File: src/rtl/mult_share_arbiter_if.sv
// Client/multiplier bundle for the shared multiplier arbiter.
// master: the client side plus multiplier core; slave: the arbiter.
interface mult_share_arbiter_if #(
    parameter int NREQ = 4,
    parameter int W    = 32
);
    logic [NREQ-1:0]   req;
    logic [NREQ*W-1:0] op_a;
    logic [NREQ*W-1:0] op_b;
    logic [NREQ-1:0]   gnt;
    logic [NREQ-1:0]   rsp_valid;
    logic [2*W-1:0]    rsp_data;
    logic              rsp_err;
    logic              busy;
    logic              m_init;
    logic              m_rst;
    logic [W-1:0]      m_a;
    logic [W-1:0]      m_b;
    logic              m_done;
    logic [2*W-1:0]    m_pp;

    modport master (
        output req, op_a, op_b, m_done, m_pp,
        input  gnt, rsp_valid, rsp_data, rsp_err, busy, m_init, m_rst, m_a, m_b
    );

    modport slave (
        input  req, op_a, op_b, m_done, m_pp,
        output gnt, rsp_valid, rsp_data, rsp_err, busy, m_init, m_rst, m_a, m_b
    );
endinterface

File: src/rtl/mult_share_arbiter.sv
// Round-robin arbiter sharing one sequential multiplier among NREQ clients.
// Every output is registered; the comb process computes the next value of
// every register, the seq process commits it.
module mult_share_arbiter #(
    parameter int NREQ    = 4,
    parameter int W       = 32,
    parameter int TIMEOUT = 255
) (
    input logic                clk,
    input logic                rst,
    mult_share_arbiter_if.slave bus
);
    localparam int PW = (NREQ > 1) ? $clog2(NREQ) : 1;
    localparam int TW = $clog2(TIMEOUT + 1);

    typedef enum logic [1:0] {IDLE, ISSUE, WAIT, DRAIN} state_t;

    state_t          state, state_n;
    logic [PW-1:0]   rr_ptr, rr_n;
    logic [PW-1:0]   owner, owner_n;
    logic [TW-1:0]   tmo_cnt, tmo_n;
    logic [NREQ-1:0] gnt_q, gnt_n;
    logic [NREQ-1:0] rv_q, rv_n;
    logic            err_q, err_n;
    logic [2*W-1:0]  data_q, data_n;
    logic [W-1:0]    ma_q, ma_n;
    logic [W-1:0]    mb_q, mb_n;
    logic            init_q, init_n;
    logic            mrst_q, mrst_n;
    logic            busy_q, busy_n;

    logic [PW-1:0]   win;
    logic [PW-1:0]   idx;
    logic            found;

    // Next-state and next-output logic, including the rotating priority search.
    always_comb begin
        state_n = state;
        rr_n    = rr_ptr;
        owner_n = owner;
        tmo_n   = tmo_cnt;
        gnt_n   = '0;
        rv_n    = '0;
        err_n   = 1'b0;
        data_n  = data_q;
        ma_n    = ma_q;
        mb_n    = mb_q;
        init_n  = 1'b0;
        mrst_n  = 1'b0;
        win     = '0;
        idx     = '0;
        found   = 1'b0;

        // First requester at or above rr_ptr, wrapping past NREQ-1.
        for (int k = 0; k < NREQ; k++) begin
            idx = PW'((int'(rr_ptr) + k) % NREQ);
            if (!found && bus.req[idx]) begin
                found = 1'b1;
                win   = idx;
            end
        end

        case (state)
            IDLE: begin
                if (found) begin
                    gnt_n[win] = 1'b1;
                    ma_n       = bus.op_a[win*W +: W];
                    mb_n       = bus.op_b[win*W +: W];
                    owner_n    = win;
                    rr_n       = (int'(win) == NREQ - 1) ? '0 : win + 1'b1;
                    state_n    = ISSUE;
                end
            end
            ISSUE: begin
                init_n  = 1'b1;
                tmo_n   = '0;
                state_n = WAIT;
            end
            WAIT: begin
                // A done arriving on the timeout cycle still counts as success.
                if (bus.m_done) begin
                    data_n      = bus.m_pp;
                    rv_n[owner] = 1'b1;
                    state_n     = DRAIN;
                end else if (tmo_cnt == TW'(TIMEOUT - 1)) begin
                    mrst_n      = 1'b1;
                    data_n      = '0;
                    rv_n[owner] = 1'b1;
                    err_n       = 1'b1;
                    state_n     = DRAIN;
                end else begin
                    tmo_n = tmo_cnt + 1'b1;
                end
            end
            DRAIN: begin
                // Hold off until done drops so it cannot complete the next job.
                if (!bus.m_done) state_n = IDLE;
            end
            default: state_n = IDLE;
        endcase

        busy_n = (state_n != IDLE);
    end

    // Register state and all outputs; synchronous reset drops any job in flight.
    always_ff @(posedge clk) begin
        if (rst) begin
            state   <= IDLE;
            rr_ptr  <= '0;
            owner   <= '0;
            tmo_cnt <= '0;
            gnt_q   <= '0;
            rv_q    <= '0;
            err_q   <= 1'b0;
            data_q  <= '0;
            ma_q    <= '0;
            mb_q    <= '0;
            init_q  <= 1'b0;
            mrst_q  <= 1'b0;
            busy_q  <= 1'b0;
        end else begin
            state   <= state_n;
            rr_ptr  <= rr_n;
            owner   <= owner_n;
            tmo_cnt <= tmo_n;
            gnt_q   <= gnt_n;
            rv_q    <= rv_n;
            err_q   <= err_n;
            data_q  <= data_n;
            ma_q    <= ma_n;
            mb_q    <= mb_n;
            init_q  <= init_n;
            mrst_q  <= mrst_n;
            busy_q  <= busy_n;
        end
    end

    assign bus.gnt       = gnt_q;
    assign bus.rsp_valid = rv_q;
    assign bus.rsp_err   = err_q;
    assign bus.rsp_data  = data_q;
    assign bus.m_a       = ma_q;
    assign bus.m_b       = mb_q;
    assign bus.m_init    = init_q;
    assign bus.m_rst     = mrst_q;
    assign bus.busy      = busy_q;
endmodule
File: src/flat_wrapper.sv
// flat-port wrapper written by rule: the top's interface ports become plain ports
module mult_share_arbiter_flat 
#(
    parameter int NREQ    = 4,
    parameter int W       = 32,
    parameter int TIMEOUT = 255
)
  (clk, rst, bus_req, bus_op_a, bus_op_b, bus_m_done, bus_m_pp, bus_gnt, bus_rsp_valid, bus_rsp_data, bus_rsp_err, bus_busy, bus_m_init, bus_m_rst, bus_m_a, bus_m_b);
  mult_share_arbiter_if #(.NREQ(NREQ), .W(W)) bus_i ();
  input logic clk;
  input logic rst;
  input wire logic [$bits(bus_i.req)-1:0] bus_req;
  input wire logic [$bits(bus_i.op_a)-1:0] bus_op_a;
  input wire logic [$bits(bus_i.op_b)-1:0] bus_op_b;
  input wire logic [$bits(bus_i.m_done)-1:0] bus_m_done;
  input wire logic [$bits(bus_i.m_pp)-1:0] bus_m_pp;
  output wire logic [$bits(bus_i.gnt)-1:0] bus_gnt;
  output wire logic [$bits(bus_i.rsp_valid)-1:0] bus_rsp_valid;
  output wire logic [$bits(bus_i.rsp_data)-1:0] bus_rsp_data;
  output wire logic [$bits(bus_i.rsp_err)-1:0] bus_rsp_err;
  output wire logic [$bits(bus_i.busy)-1:0] bus_busy;
  output wire logic [$bits(bus_i.m_init)-1:0] bus_m_init;
  output wire logic [$bits(bus_i.m_rst)-1:0] bus_m_rst;
  output wire logic [$bits(bus_i.m_a)-1:0] bus_m_a;
  output wire logic [$bits(bus_i.m_b)-1:0] bus_m_b;
  assign bus_i.req = bus_req;
  assign bus_i.op_a = bus_op_a;
  assign bus_i.op_b = bus_op_b;
  assign bus_i.m_done = bus_m_done;
  assign bus_i.m_pp = bus_m_pp;
  assign bus_gnt = bus_i.gnt;
  assign bus_rsp_valid = bus_i.rsp_valid;
  assign bus_rsp_data = bus_i.rsp_data;
  assign bus_rsp_err = bus_i.rsp_err;
  assign bus_busy = bus_i.busy;
  assign bus_m_init = bus_i.m_init;
  assign bus_m_rst = bus_i.m_rst;
  assign bus_m_a = bus_i.m_a;
  assign bus_m_b = bus_i.m_b;
  mult_share_arbiter #(.NREQ(NREQ), .W(W), .TIMEOUT(TIMEOUT)) u_core (.clk(clk), .rst(rst), .bus(bus_i));
endmodule
File: config.mk
export PLATFORM = sky130hd
export DESIGN_NAME = mult_share_arbiter_flat
export DESIGN_NICKNAME = d
export VERILOG_FILES = /design/src/rtl/mult_share_arbiter_if.sv /design/src/rtl/mult_share_arbiter.sv /design/src/flat_wrapper.sv
export SDC_FILE = /design/constraint.sdc
export NUM_CORES = 1
export LEC_CHECK = 0
export BUFFER_PORTS_ARGS = -buffer_cell sky130_fd_sc_hd__buf_2
export CORE_AREA = 2 2 179 181
export DETAILED_ROUTE_END_ITERATION = 10
export DIE_AREA = 0 0 181 183
export HOLD_SLACK_MARGIN = 0.02
export PLACE_DENSITY = 0.47
export SLEW_MARGIN = 40
export SYNTH_ARGS = -nofsm -noshare
export SYNTH_HDL_FRONTEND = slang
export SYNTH_SLANG_ARGS = --single-unit
export TNS_END_PERCENT = 1
File: constraint.sdc
create_clock -name clk -period 2.6 [get_ports clk]
set_input_delay 0.13 -clock clk [delete_from_list [all_inputs] [get_ports clk]]
set_output_delay 0.13 -clock clk [all_outputs]
set_load 0.01 [all_outputs]
After elaboration in Yosys (flattened, before gate mapping)

Index checks and enable logic that the tools add are counted.

Bits of input ports: 327
Flip-flop bits (word level): 153

Shift-type cells: 2
Magnitude comparators: 8
Bitwise logic cells: 3
Reduce and logical (&&, ||, !) cells: 18
Multiplexer cells: 35
Equality and inequality tests: 7
$add $sub $neg: 5

Operator list:

| operator                                                               | number |
|---|---|
| 128-bit by 8-bit indexed part select with 32-bit output                | 2 |
| 64-bit two-way mux                                                     | 2 |
| 2-bit by 3-bit < comparator with 1-bit output (second input constant)  | 6 |
| 2-bit two-way mux                                                      | 9 |
| 8-bit two-way mux                                                      | 2 |
| 8-bit one-hot mux with 2 select lines                                  | 1 |
| 1-bit two-way mux                                                      | 12 |
| 8-bit by 1-bit adder with 8-bit output (second input constant)         | 1 |
| 1-bit binary-select mux with 2-bit select                              | 4 |
| 8-bit == test (second input constant)                                  | 1 |
| 4-bit two-way mux                                                      | 2 |
| 2-bit one-hot mux with 4 select lines                                  | 1 |
| 2-bit nonzero test                                                     | 3 |
| 3-bit OR reduction                                                     | 2 |
| 1-bit logical AND                                                      | 5 |
| 2-bit by 1-bit adder with 2-bit output (second input constant)         | 2 |
| 2-bit adder (second input constant)                                    | 2 |
| 1-bit demux with 2-bit select                                          | 2 |
| 2-bit by 1-bit == test with 1-bit output (second input constant)       | 2 |
| 2-bit == test (second input constant)                                  | 2 |
| 2-bit by 1-bit >= comparator with 1-bit output (second input constant) | 2 |
| 2-bit inequality test (second input constant)                          | 2 |
| 2-bit AND reduction                                                    | 2 |
| 1-bit logical NOT                                                      | 3 |
| other kinds (4)                                                        | 6 |

Logic depth before layout (Yosys ltp)

Depth in word-level cells: 16
Mapped depth: 10
Gate-level depth less buffers: 7

Worst setup path after synthesis

No wires, ideal clock.

Kind: register -> register
Start point: reg u_core.tmo_cnt[0]
End point: reg u_core.data_q[0], in the netlist u_core.bus.rsp_data[0]
Stages on the path, launching flop included: 11
Data required time: 2.535 ns
Path slack: 0.710 ns
Data arrival time: 1.824 ns
Cell sequence: dfxtp_1 > inv_1 > ha_1 > and4_1 > clkbuf_1 > a21oi_1 > nand2b_1 > buf_2 > buf_2 > a22oi_1 > nor2_1

Cells in the longest elaborated chain, start to end: 3

Ends and longest elaborated chain:

| what                          | line                      | text |
|---|---|---|
| start, declared               | mult_share_arbiter.sv:21  | `logic [TW-1:0] tmo_cnt, tmo_n;` |
| start signal, assigned        | mult_share_arbiter.sv:125 | `tmo_cnt <= tmo_n;` |
| 8-bit == test                 | mult_share_arbiter.sv:85  | `end else if (tmo_cnt == TW'(TIMEOUT - 1)) begin` |
| 2-bit nonzero test (no line)  | --                        |  |
| 2-bit AND reduction (no line) | --                        |  |
| end signal, assigned          | mult_share_arbiter.sv:129 | `data_q <= data_n;` |
| end, declared                 | mult_share_arbiter.sv:25  | `logic [2*W-1:0] data_q, data_n;` |

Every way passes these cells.
A chain may end at the register's enable or synchronous reset.

Worst setup path in the final report

Start point: reg u_core.rr_ptr[1]
End point: reg u_core.ma_q[12], in the netlist u_core.bus.m_a[12]

Cells in the longest elaborated chain, start to end: 13
Elaborated cells on any way between the ends: 27

Ends and longest elaborated chain:

| what                                                                            | line                      | text |
|---|---|---|
| start, declared                                                                 | mult_share_arbiter.sv:19  | `logic [PW-1:0] rr_ptr, rr_n;` |
| start signal, assigned                                                          | mult_share_arbiter.sv:123 | `rr_ptr <= rr_n;` |
| branches (longest 11 deep; another with 2-bit by 1-bit adder with 2-bit output) | --                        |  |
| 2-bit two-way mux (*)                                                           | mult_share_arbiter.sv:57  | `if (!found && bus.req[idx]) begin` |
| net u_core.win[0]                                                               | mult_share_arbiter.sv:32  | `logic [PW-1:0] win;` |
| 128-bit by 8-bit indexed part select with 32-bit output (*)                     | mult_share_arbiter.sv:67  | `ma_n = bus.op_a[win*W +: W];` |
| end signal, assigned                                                            | mult_share_arbiter.sv:130 | `ma_q <= ma_n;` |
| end, declared                                                                   | mult_share_arbiter.sv:26  | `logic [W-1:0] ma_q, ma_n;` |

Mark *: on every way through the listed nets, which the timed path passes. The select of a mux whose other input is x is not followed.

==> Flow_metrics.wiki <==
{| class="wikitable"
! Metric !! Value
|-
| Status || complete, no violations
|-
| Core Rows || 65
|-
| Average routed wire per standard cell || 18.8 um
|-
| Sum of net half-perimeters after detailed placement || 23,100 um
|-
| Ratio of cells with drive above 1 in the final layout || 0.441
|-
| Overall Global Routing Usage || 0.190
|-
| Design Power || 7.65 mW
|-
| Core area || 31,200 um^2
|-
| TritonCTS clock tree || done
|-
| Final number of max-transition violations || 0
|-
| Fmax achieved || 0.412 GHz
|-
| Share of the core filled with cells || 0.379
|-
| First-pass GRT wire length || 48,600 um
|-
| Combinational share of power || 0.311
|-
| Clock latency reported for the late side of the worst-skew pair || 0.43 ns
|-
| Library cell used as clock root buffer || sky130_fd_sc_hd__clkbuf_16
|-
| Total Nets Final || between 1,500 and 2,000
|-
| Number of gates given a new drive strength after cts || 0
|-
| Non-filler instance count after layout || 1,755
|-
| Pin count of the biggest net entering global routing || 65
|-
| Placer's final routability congestion estimate || just under 0.9
|-
| Growth of design area from synthesis to finish || 57.2%
|-
| Final clock period utilization by the worst path || 0.933
|-
| Endpoint kind of the worst setup timing path || flip-flop
|-
| Most instantiated flip-flop cell in the synthesis netlist || sky130_fd_sc_hd__dfxtp_1
|-
| Number of DRC violations after detailed-routing iteration 0 || slightly below 500
|-
| Critical-path maximum fanout || 16
|-
| Remaining Overflow, GRT || 0
|-
| Chip width || 181 um
|-
| Final WL || 32,900 um
|-
| Data required time at the worst endpoint || 2.92 ns
|-
| Vertical die dimension || 183 um
|-
| Maximum count of clock buffers along a single path || 2
|-
| Static power due to leakage || 5.65 nW
|-
| Switching power of the nets || 2.46 mW
|-
| Initial antenna violation count || 5
|-
| Power density relative to cell area || 646 nW/um^2
|-
| Worst min path class || in2reg
|-
| Post-route DRC || 0
|-
| Critical path startpoint category || flip-flop
|-
| Vias || 8,472
|-
| Inserted Clock Buffers || 17
|-
| Number of maximum-capacitance constraint violations || 0
|-
| Routed Antenna Nets || 0
|-
| Effective utilization at floorplan || 0.241
|-
| Synthesis warning total || 0
|-
| IO Port Bufs || ~470
|-
| Sequential share of power || 0.363
|-
| Internal || ~5.2 mW
|-
| Placed Cells || 1,618
|-
| Fraction of power spent switching nets || 0.322
|-
| RSZ-0062 raised after global routing || false
|-
| Number of sinks handled by clock tree synthesis || approximately 150
|-
| Post-synth cell types || between 50 and 60
|-
| Share of async-settable or async-resettable flops after synthesis || 0
|-
| Post-Syn Nets || about 1,100
|-
| Vias per cell || between 4 and 5
|-
| Setup CP Type || reg2reg
|-
| Area of the die || 33,100 um^2
|-
| Hold violation total from the final report || 0
|-
| Final Critical Period || 2.43 ns
|-
| Total Neg Setup Slack || 0 ns
|-
| Clk pin slew, worst setup/hold paths || 0.07 ns
|-
| H-tree level count || 4
|-
| Average cell area after synthesis || 9.30 um^2
|-
| Flip-flop and latch count after synthesis || 153
|-
| Cell count after synthesis || 809
|-
| Ports placed on the boundary || 467
|-
| Number of synthesized flops with an enable pin || 0
|-
| Transition time of the tightest slew-check pin || 0.841 ns
|-
| Number of detailed-routing iterations run before antenna repair || 5
|-
| Post-synthesis instance area || ~7500 um^2
|-
| Clock power share || 0.327
|-
| VDD IR-drop max || 0.000450 V
|-
| Via count of the first global-routing pass || 8,439
|-
| Slew HR || 0.440
|-
| Register area share after synthesis || 0.407
|-
| CP Data Arrival Time || 2.75 ns
|-
| Skew final || 0.00970 ns
|-
| Final count of negative-setup-slack endpoints || 0
|}
## area by class of cell
cell class              instances  area (um^2)
diodes                          5         12.5
clock buffers                  17          425
clock inverters                15          149
fillers                      3251        19400
inverters                       7         28.8
multi-input cells             566         4040
flip-flops and latches        153         3060
well taps                     402          503
repair buffers                590         3610
## sequential cells by signal, indices dropped and copies added (netlist names)
signal and flops:
u_core.bus.busy 1, u_core.state 2, u_core.bus.m_init 1, u_core.bus.rsp_valid 4
u_core.rr_ptr 2, u_core.tmo_cnt 8, u_core.bus.m_b 32, u_core.bus.rsp_err 1
u_core.bus.m_a 32, u_core.bus.rsp_data 64, u_core.bus.gnt 4, u_core.owner 2
## synthesized netlist by cell type, types with 4 or more instances
cell type	n	share of area
sky130_fd_sc_hd__o21ai_0	65	0.043
sky130_fd_sc_hd__a221o_1	63	0.084
sky130_fd_sc_hd__nor2_1	81	0.040
sky130_fd_sc_hd__mux2_1	6	0.0090
sky130_fd_sc_hd__buf_6	7	0.010
sky130_fd_sc_hd__nand3_1	65	0.043
sky130_fd_sc_hd__nand2b_1	7	0.0058
sky130_fd_sc_hd__nor3_1	4	0.0027
sky130_fd_sc_hd__and3_1	8	0.0066
sky130_fd_sc_hd__buf_2	25	0.017
sky130_fd_sc_hd__mux2_4	48	0.096
sky130_fd_sc_hd__dfxtp_1	153	0.41
sky130_fd_sc_hd__clkbuf_1	44	0.022
sky130_fd_sc_hd__inv_1	5	0.0025
sky130_fd_sc_hd__a22oi_1	66	0.066
sky130_fd_sc_hd__nor2b_1	4	0.0033
sky130_fd_sc_hd__ha_1	6	0.010
sky130_fd_sc_hd__mux2_2	9	0.013
sky130_fd_sc_hd__a21oi_1	74	0.049
sky130_fd_sc_hd__nand2_1	19	0.0095
sky130_fd_sc_hd__buf_4	7	0.0070
## power groups by stage
stage | registers, mW | logic, mW | clock network [mW]
finish | 2.77 | 2.38 | 2.50
global route | 2.81 | 2.58 | 2.67
CTS | 2.77 | 2.40 | 2.59
detailed placement | 2.82 | 2.27 | 0
global placement | 2.82 | 2.27 | 0
floorplan | 2.92 | 1.25 | 0
## layer usage
| metal | vias to the layer above | track usage | part of all wire |
|---|---|---|---|
| met4 | 0 | 0.0686 | 0.025 |
| met3 | 45 | 0.0433 | 0.055 |
| met2 | 309 | 0.332 | 0.51 |
| li1 | 4090 | - | - |
| met1 | 4028 | 0.229 | 0.41 |
| met5 | - | 0 | 0 |
## worst max-delay path, stage by stage (launching register included)
cell and delay, ns:
sky130_fd_sc_hd__dfxtp_1 0.51, sky130_fd_sc_hd__nand4b_4 0.21, sky130_fd_sc_hd__nand2_2 0.10, sky130_fd_sc_hd__inv_4 0.27, sky130_fd_sc_hd__mux2_2 0.37, sky130_fd_sc_hd__dlygate4sd3_1 0.55
sky130_fd_sc_hd__a221o_1 0.29
## placed cells by master (no fill, tap or decap), types with 4 or more instances in the layout
cell type,count
sky130_fd_sc_hd__buf_2,466
sky130_fd_sc_hd__dfxtp_1,153
sky130_fd_sc_hd__dlygate4sd3_1,100
sky130_fd_sc_hd__nor2_1,81
sky130_fd_sc_hd__a21oi_1,74
sky130_fd_sc_hd__a22oi_1,66
sky130_fd_sc_hd__nand3_1,65
sky130_fd_sc_hd__o21ai_0,65
sky130_fd_sc_hd__a221o_1,63
sky130_fd_sc_hd__mux2_4,48
sky130_fd_sc_hd__nand2_1,19
sky130_fd_sc_hd__clkbuf_16,17
sky130_fd_sc_hd__buf_4,16
sky130_fd_sc_hd__mux2_2,9
sky130_fd_sc_hd__and3_1,8
sky130_fd_sc_hd__buf_12,8
sky130_fd_sc_hd__mux2_1,6
sky130_fd_sc_hd__nand2b_1,6
sky130_fd_sc_hd__ha_1,6
sky130_fd_sc_hd__clkinv_2,6
sky130_fd_sc_hd__diode_2,5
sky130_fd_sc_hd__inv_1,5
sky130_fd_sc_hd__nor2b_1,4
sky130_fd_sc_hd__nor3_1,4
## logic make-up after synthesis
group	synth area share
compound gates	0.269
xor+xnor	0.00233
fa+ha+maj	0.00997
buf+inv	0.0595
flops	0.407
mux	0.120
simple gates	0.132
## repair_timing
item,in CTS,in global routing
hold buffers,100,0
setup buffers,0,0
endpoints found under the hold margin,86,0
## final timing paths
check,endpoint,cells after the start,slack (ns),from
setup / recovery,u_core.bus.m_a[12]$_SDFFE_PP0P_,6,0.17,u_core.rr_ptr[1]$_SDFFE_PP0P_
hold / removal,u_core.bus.m_a[4]$_SDFFE_PP0P_,3,0.05,bus_op_a[100]
setup reg to reg,u_core.bus.m_a[12]$_SDFFE_PP0P_,6,0.17,u_core.rr_ptr[1]$_SDFFE_PP0P_
hold reg to reg,u_core.bus.rsp_valid[1]$_SDFF_PP0_,2,0.48,u_core.owner[0]$_SDFFE_PP0P_
## through the flow
step	instance area, um^2	worst slack (ns)	hold slack [ns]
floorplan	7530	0.710	0.207
global route	11800	0.0295	0.0205
finish	11800	0.174	0.0467
detailed placement	10200	0.377	0.385
global placement	10200	0.413	0.378
CTS	11800	0.148	0.0204
Note: power is estimated with default switching activity, not from simulation.
